### src/rtl/sr_latch.sv
// Clocked model of a cross-coupled NAND SR latch with active-low set/reset.
// S/R are sampled on the rising edge of clk. Q, Qbar and invalid are all
// register outputs, so they show the result of each edge from that edge on.
//
// Ports:
//   clk     rising-edge clock
//   rst     synchronous reset, active-high; takes priority over S/R
//   S       set request, active-low
//   R       reset request, active-low
//   Q       latch output
//   Qbar    complementary output; equals ~Q except in the forbidden state
//   invalid high while the latch sits in the forbidden state (S=R=0)
//
// Parameters:
//   RESET_Q   Q value loaded by reset (Qbar takes ~RESET_Q)
//   RESOLVE_Q Q value taken when going from the forbidden state to hold
module sr_latch #(
  parameter logic RESET_Q   = 1'b0,
  parameter logic RESOLVE_Q = 1'b0
) (
  input  logic clk,
  input  logic rst,
  input  logic S,
  input  logic R,
  output logic Q,
  output logic Qbar,
  output logic invalid
);

  // ST_FORBID records that the last sampled input was S=R=0. A following
  // hold then resolves to RESOLVE_Q instead of keeping both outputs high.
  typedef enum logic [1:0] {
    ST_Q0     = 2'b00,
    ST_Q1     = 2'b01,
    ST_FORBID = 2'b10
  } state_t;

  localparam int unsigned SR_W = 2;

  localparam state_t RESET_ST   = RESET_Q   ? ST_Q1 : ST_Q0;
  localparam state_t RESOLVE_ST = RESOLVE_Q ? ST_Q1 : ST_Q0;

  state_t         state;
  state_t         state_nxt;
  logic           q_nxt;
  logic           qbar_nxt;
  logic           invalid_nxt;
  logic [SR_W-1:0] sr;

  assign sr = {S, R};

  // State and output registers.
  always_ff @(posedge clk) begin
    if (rst) begin
      state   <= RESET_ST;
      Q       <= RESET_Q;
      Qbar    <= ~RESET_Q;
      invalid <= 1'b0;
    end else begin
      state   <= state_nxt;
      Q       <= q_nxt;
      Qbar    <= qbar_nxt;
      invalid <= invalid_nxt;
    end
  end

  // NAND-latch truth table. Any S/R pattern other than the three explicit
  // codes, including X/Z in simulation, falls through to hold.
  always_comb begin
    state_nxt   = state;
    q_nxt       = Q;
    qbar_nxt    = Qbar;
    invalid_nxt = 1'b0;
    case (sr)
      2'b01: begin
        state_nxt = ST_Q1;
        q_nxt     = 1'b1;
        qbar_nxt  = 1'b0;
      end
      2'b10: begin
        state_nxt = ST_Q0;
        q_nxt     = 1'b0;
        qbar_nxt  = 1'b1;
      end
      2'b00: begin
        state_nxt   = ST_FORBID;
        q_nxt       = 1'b1;
        qbar_nxt    = 1'b1;
        invalid_nxt = 1'b1;
      end
      default: begin
        // Hold; leaving the forbidden state resolves deterministically.
        if (state == ST_FORBID) begin
          state_nxt = RESOLVE_ST;
          q_nxt     = RESOLVE_Q;
          qbar_nxt  = ~RESOLVE_Q;
        end
      end
    endcase
  end

endmodule

### config.mk
export PLATFORM = sky130hd
export DESIGN_NAME = sr_latch
export DESIGN_NICKNAME = d
export VERILOG_FILES = /design/src/rtl/sr_latch.sv
export SDC_FILE = /design/constraint.sdc
export NUM_CORES = 1
export LEC_CHECK = 0
export CAP_MARGIN = 40
export CORE_AREA = 2 2 39 41
export CTS_CLUSTER_DIAMETER = 40
export CTS_CLUSTER_SIZE = 16
export DETAILED_ROUTE_END_ITERATION = 8
export DIE_AREA = 0 0 41 43
export PLACE_DENSITY = 0.35
export SYNTH_ARGS = -nofsm -noshare
export SYNTH_HDL_FRONTEND = slang
export SYNTH_SLANG_ARGS = --single-unit
export TNS_END_PERCENT = 10
### constraint.sdc
create_clock -name clk -period 1.8 [get_ports clk]
set_input_delay 0.36 -clock clk [delete_from_list [all_inputs] [get_ports clk]]
set_output_delay 0.36 -clock clk [all_outputs]
set_load 0.005 [all_outputs]
# --- Word level (Yosys, flattened, before mapping) ---
# Index checks and enable logic that the tools add are counted.
word_totals:
  regBits: 5
  out_inout_bits: 3
  elab_cells: 20
op_classes:
  eq_ne: 3
  n_mux: 7
  n_reduce_logical: 6
ops:
  columns: ["op", "count"]
  rows:
  - ["2-bit one-hot mux with 3 select lines", 1]
  - ["3-bit nonzero test", 2]
  - ["2-bit == test, second input constant", 2]
  - ["1-bit one-hot mux with 2 select lines", 2]
  - ["4-bit nonzero test", 1]
  - ["2-bit OR reduction", 2]
  - ["1-bit two-way mux", 3]
  - ["2-bit by 1-bit == test with 1-bit output, second input constant", 1]
  - ["2-bit zero test", 1]
  - ["2-bit two-way mux", 1]

# --- Logic depth before layout (Yosys ltp) ---
logic_depth:
  word_depth: 3
  depth_mapped: 4
  ltp_nobuf: 4

# --- Least setup slack after synthesis ---
# No wires, ideal clock.
synth_path:
  path_type: "input-to-reg"
  start: "in R"
  end: "reg Qbar"
  setup_time_ns: 0.122
  t_arrival_ns: 1.248
  required_time_ns: 1.678
  path_slack_ns: 0.430
  cell_stages: 4
  n_path_buf: 0
  cell_sequence: "inv_1 ha_1 or3_1 o32a_1"
synth_between:
  elab_chain_len: 3
synth_rtl:
  columns: ["element", "line_no", "rtl"]
  rows:
  - ["from (decl)", "24", "input logic R,"]
  - ["2-bit == test / 2-bit zero test (equally long branches)", "74", "case (sr)"]
  - ["2-bit OR reduction (no line)", null, null]
  - ["1-bit one-hot mux with 2 select lines / 3-bit nonzero test (equally long branches)", null, null]
  - ["to (signal assigned)", "57", "Qbar <= ~RESET_Q;"]
  - ["to (signal assigned)", "62", "Qbar <= qbar_nxt;"]
  - ["to (decl)", "26", "output logic Qbar,"]
# Parallel ways exist; a longest one is shown, timed or not.
# A chain may end at the register's enable or synchronous reset.

# --- Worst setup path in the final report ---
# Ends and elaborated chain as after synthesis.

==> metrics <==
status=complete, no violations; Sum Neg Setup Slack=0 ps; CTS Buffer Depth=2; DP Wirelength=394 um; critical path startpoint category=primary input; Hold Path Class=reg2reg; maximum clock rate=608 MHz; diodes inserted=0; leakage=0.170 nW; die height=43 um; Post-Syn Area per Cell=9.70 um2; asr flop ratio synth=0%; Post-Route Utilization=27.8%; Synth Warn #=0; most frequent cell after synthesis=dfxtp_1; number of global-route vias before repair=232; pin count of the biggest net entering global routing=7; power per cell area=765 nW/um2; Site Rows=14; clock sink count=5; WP data arrival=1760 ps; Slew Viols, Final=0; antenna violations before repair=0; final wirelength=475 um; WHS=496 ps; die width=41 um; overall die area=1760 um2; Ports=7; PortBufs=6; register area share after synthesis=43.0%; Syn Inst Count=24; Initial DRT Pass Iterations=3; crit-path max FO=3; root buf cell=clkbuf_4; Crit. End Element=flip-flop; share of the synthesized area in the top cell type=43.0%; Netlist cell types=13; H-Tree Depth=1; synthesized flop and latch total=5; gr usage total=7.43%; cell taking the most area after synthesis=dfxtp_1; most common library cells after synthesis=dfxtp_1, inv_1, ha_1; RSZ-0062 raised after global routing=no; hold-fix buffer count after cts=0; worst-case vdd ir drop=279 uV; main flop type after synthesis=dfxtp_1; CP required=1920 ps; worst setup path category=in2reg; total setup buffers inserted after CTS=0; Num CTS Buffers=3; Routed WL per cell=8.48 um; pre-CTS setup slack=-102 ps; share of cells above drive strength 1=25.0%; RD Place Congestion=0.628; Design Power=0.000294 W; Fin. Hold Viols=0; number of synthesized flops with an enable pin=0; post-route minimum period=1650 ps; Congestion Overflow GR=0; vias per cell=4.04; first-pass GRT wire length=828 um; clock latency at the later pin of the worst-skew pair=230 ps; Setup-failing EPs final=0; post-route DRC violation count=0; CTS resizes=0; syn_nets=31; synth top area cells=dfxtp_1, ha_1, inv_1; core box area=1380 um2; Slew @ Worst Pin=233 ps; Routed Antenna Nets=0; Reg2Reg Setup Slack=760 ps; Rel. slew slack=84.4%; Starting Density=16.8%; Final nets=48; Mapped Area=233 um2; fillcell total=153; synthesis-to-layout area growth=65.1%; via count=226; clock skew=0.903 ps; # Max-Cap Violations=0; initial DRC count=7; worst setup margin=155 ps; TritonCTS clock tree=yes; clock slew seen by the registers of the worst setup and hold paths=40 ps; Final Cycle Share=91.4%
path summary, 6_finish.rpt:
path / to / cells after the start / from
setup / recovery: Qbar$_SDFFE_PP1P_ / 5 / R
hold / removal: Q$_SDFFE_PP0P_ / 2 / Q$_SDFFE_PP0P_
setup reg to reg: Qbar$_SDFFE_PP1P_ / 2 / Qbar$_SDFFE_PP1P_
hold reg to reg: Q$_SDFFE_PP0P_ / 2 / Q$_SDFFE_PP0P_
report_power, final:
group	leakage [nW]	internal, W	switching (W)
clock network	0.0150	0.0000834	0.0000393
logic	0.114	0.0000322	0.0000173
registers	0.0413	0.000118	0.00000341
total	0.170	0.000234	0.0000600
metal layers:
layer / vias to the layer above / track usage (%) / part of all wire (%) / wire [um]
li1: 115 / - / - / -
met1: 105 / 6.75 / 40 / 190
met5: - / 0 / 0 / 0
met4: 0 / 4.00 / 0 / 0
met3: 0 / 6.81 / 9.5 / 45
met2: 6 / 10.6 / 50 / 239
final cells by class:
| cell class | instances | area [um2] | area share [%] |
|---|---|---|---|
| multi-input combinational | 15 | 118 | 30.6 |
| timing repair buffer | 12 | 105 | 27.4 |
| sequential | 5 | 100 | 26.1 |
| clock buffer | 4 | 26.3 | 6.84 |
| tap | 16 | 20.0 | 5.21 |
| inverter | 4 | 15.0 | 3.91 |
critical path: stages:
cell and delay [ps]:
clkdlybuf4s50_1 470, inv_1 50, ha_1 220, or3_1 370, o32a_1 290
through the flow:
step | cell area (um2) | instances
final | 384 | 56
after global placement | 358 | 52
after CTS | 384 | 56
after global routing | 384 | 56
after detailed placement | 358 | 52
after floorplan | 233 | 24
cell usage in the layout, fill, tap and decap left out, drive strengths merged:
| cell type | Yosys | layout |
|---|---|---|
| nor2 | 2 | 2 |
| buf | 0 | 6 |
| dfxtp | 5 | 5 |
| clkbuf | 0 | 4 |
| o32a | 1 | 1 |
| or3 | 1 | 1 |
| and2b | 1 | 1 |
| nand2b | 1 | 1 |
| inv | 4 | 4 |
| a21oi | 2 | 2 |
| o32ai | 1 | 1 |
| ha | 3 | 3 |
| o31ai | 1 | 1 |
| nand3b | 1 | 1 |
| or3b | 1 | 1 |
| clkdlybuf4s50 | 0 | 6 |
registers in the layout (all words and copies together), names as in the netlist:
signal,flops
Qbar,1
invalid,1
state,2
Q,1
kinds of logic after synthesis:
logic type	Yosys count	synth area share, %
buffers and inverters	4	6.45
and+or+nand+nor	7	18.8
DFF	5	43.0
adders and majority gates	3	16.1
AOI/OAI and AO/OA	5	15.6
Note: power is estimated with default switching activity, not from simulation.
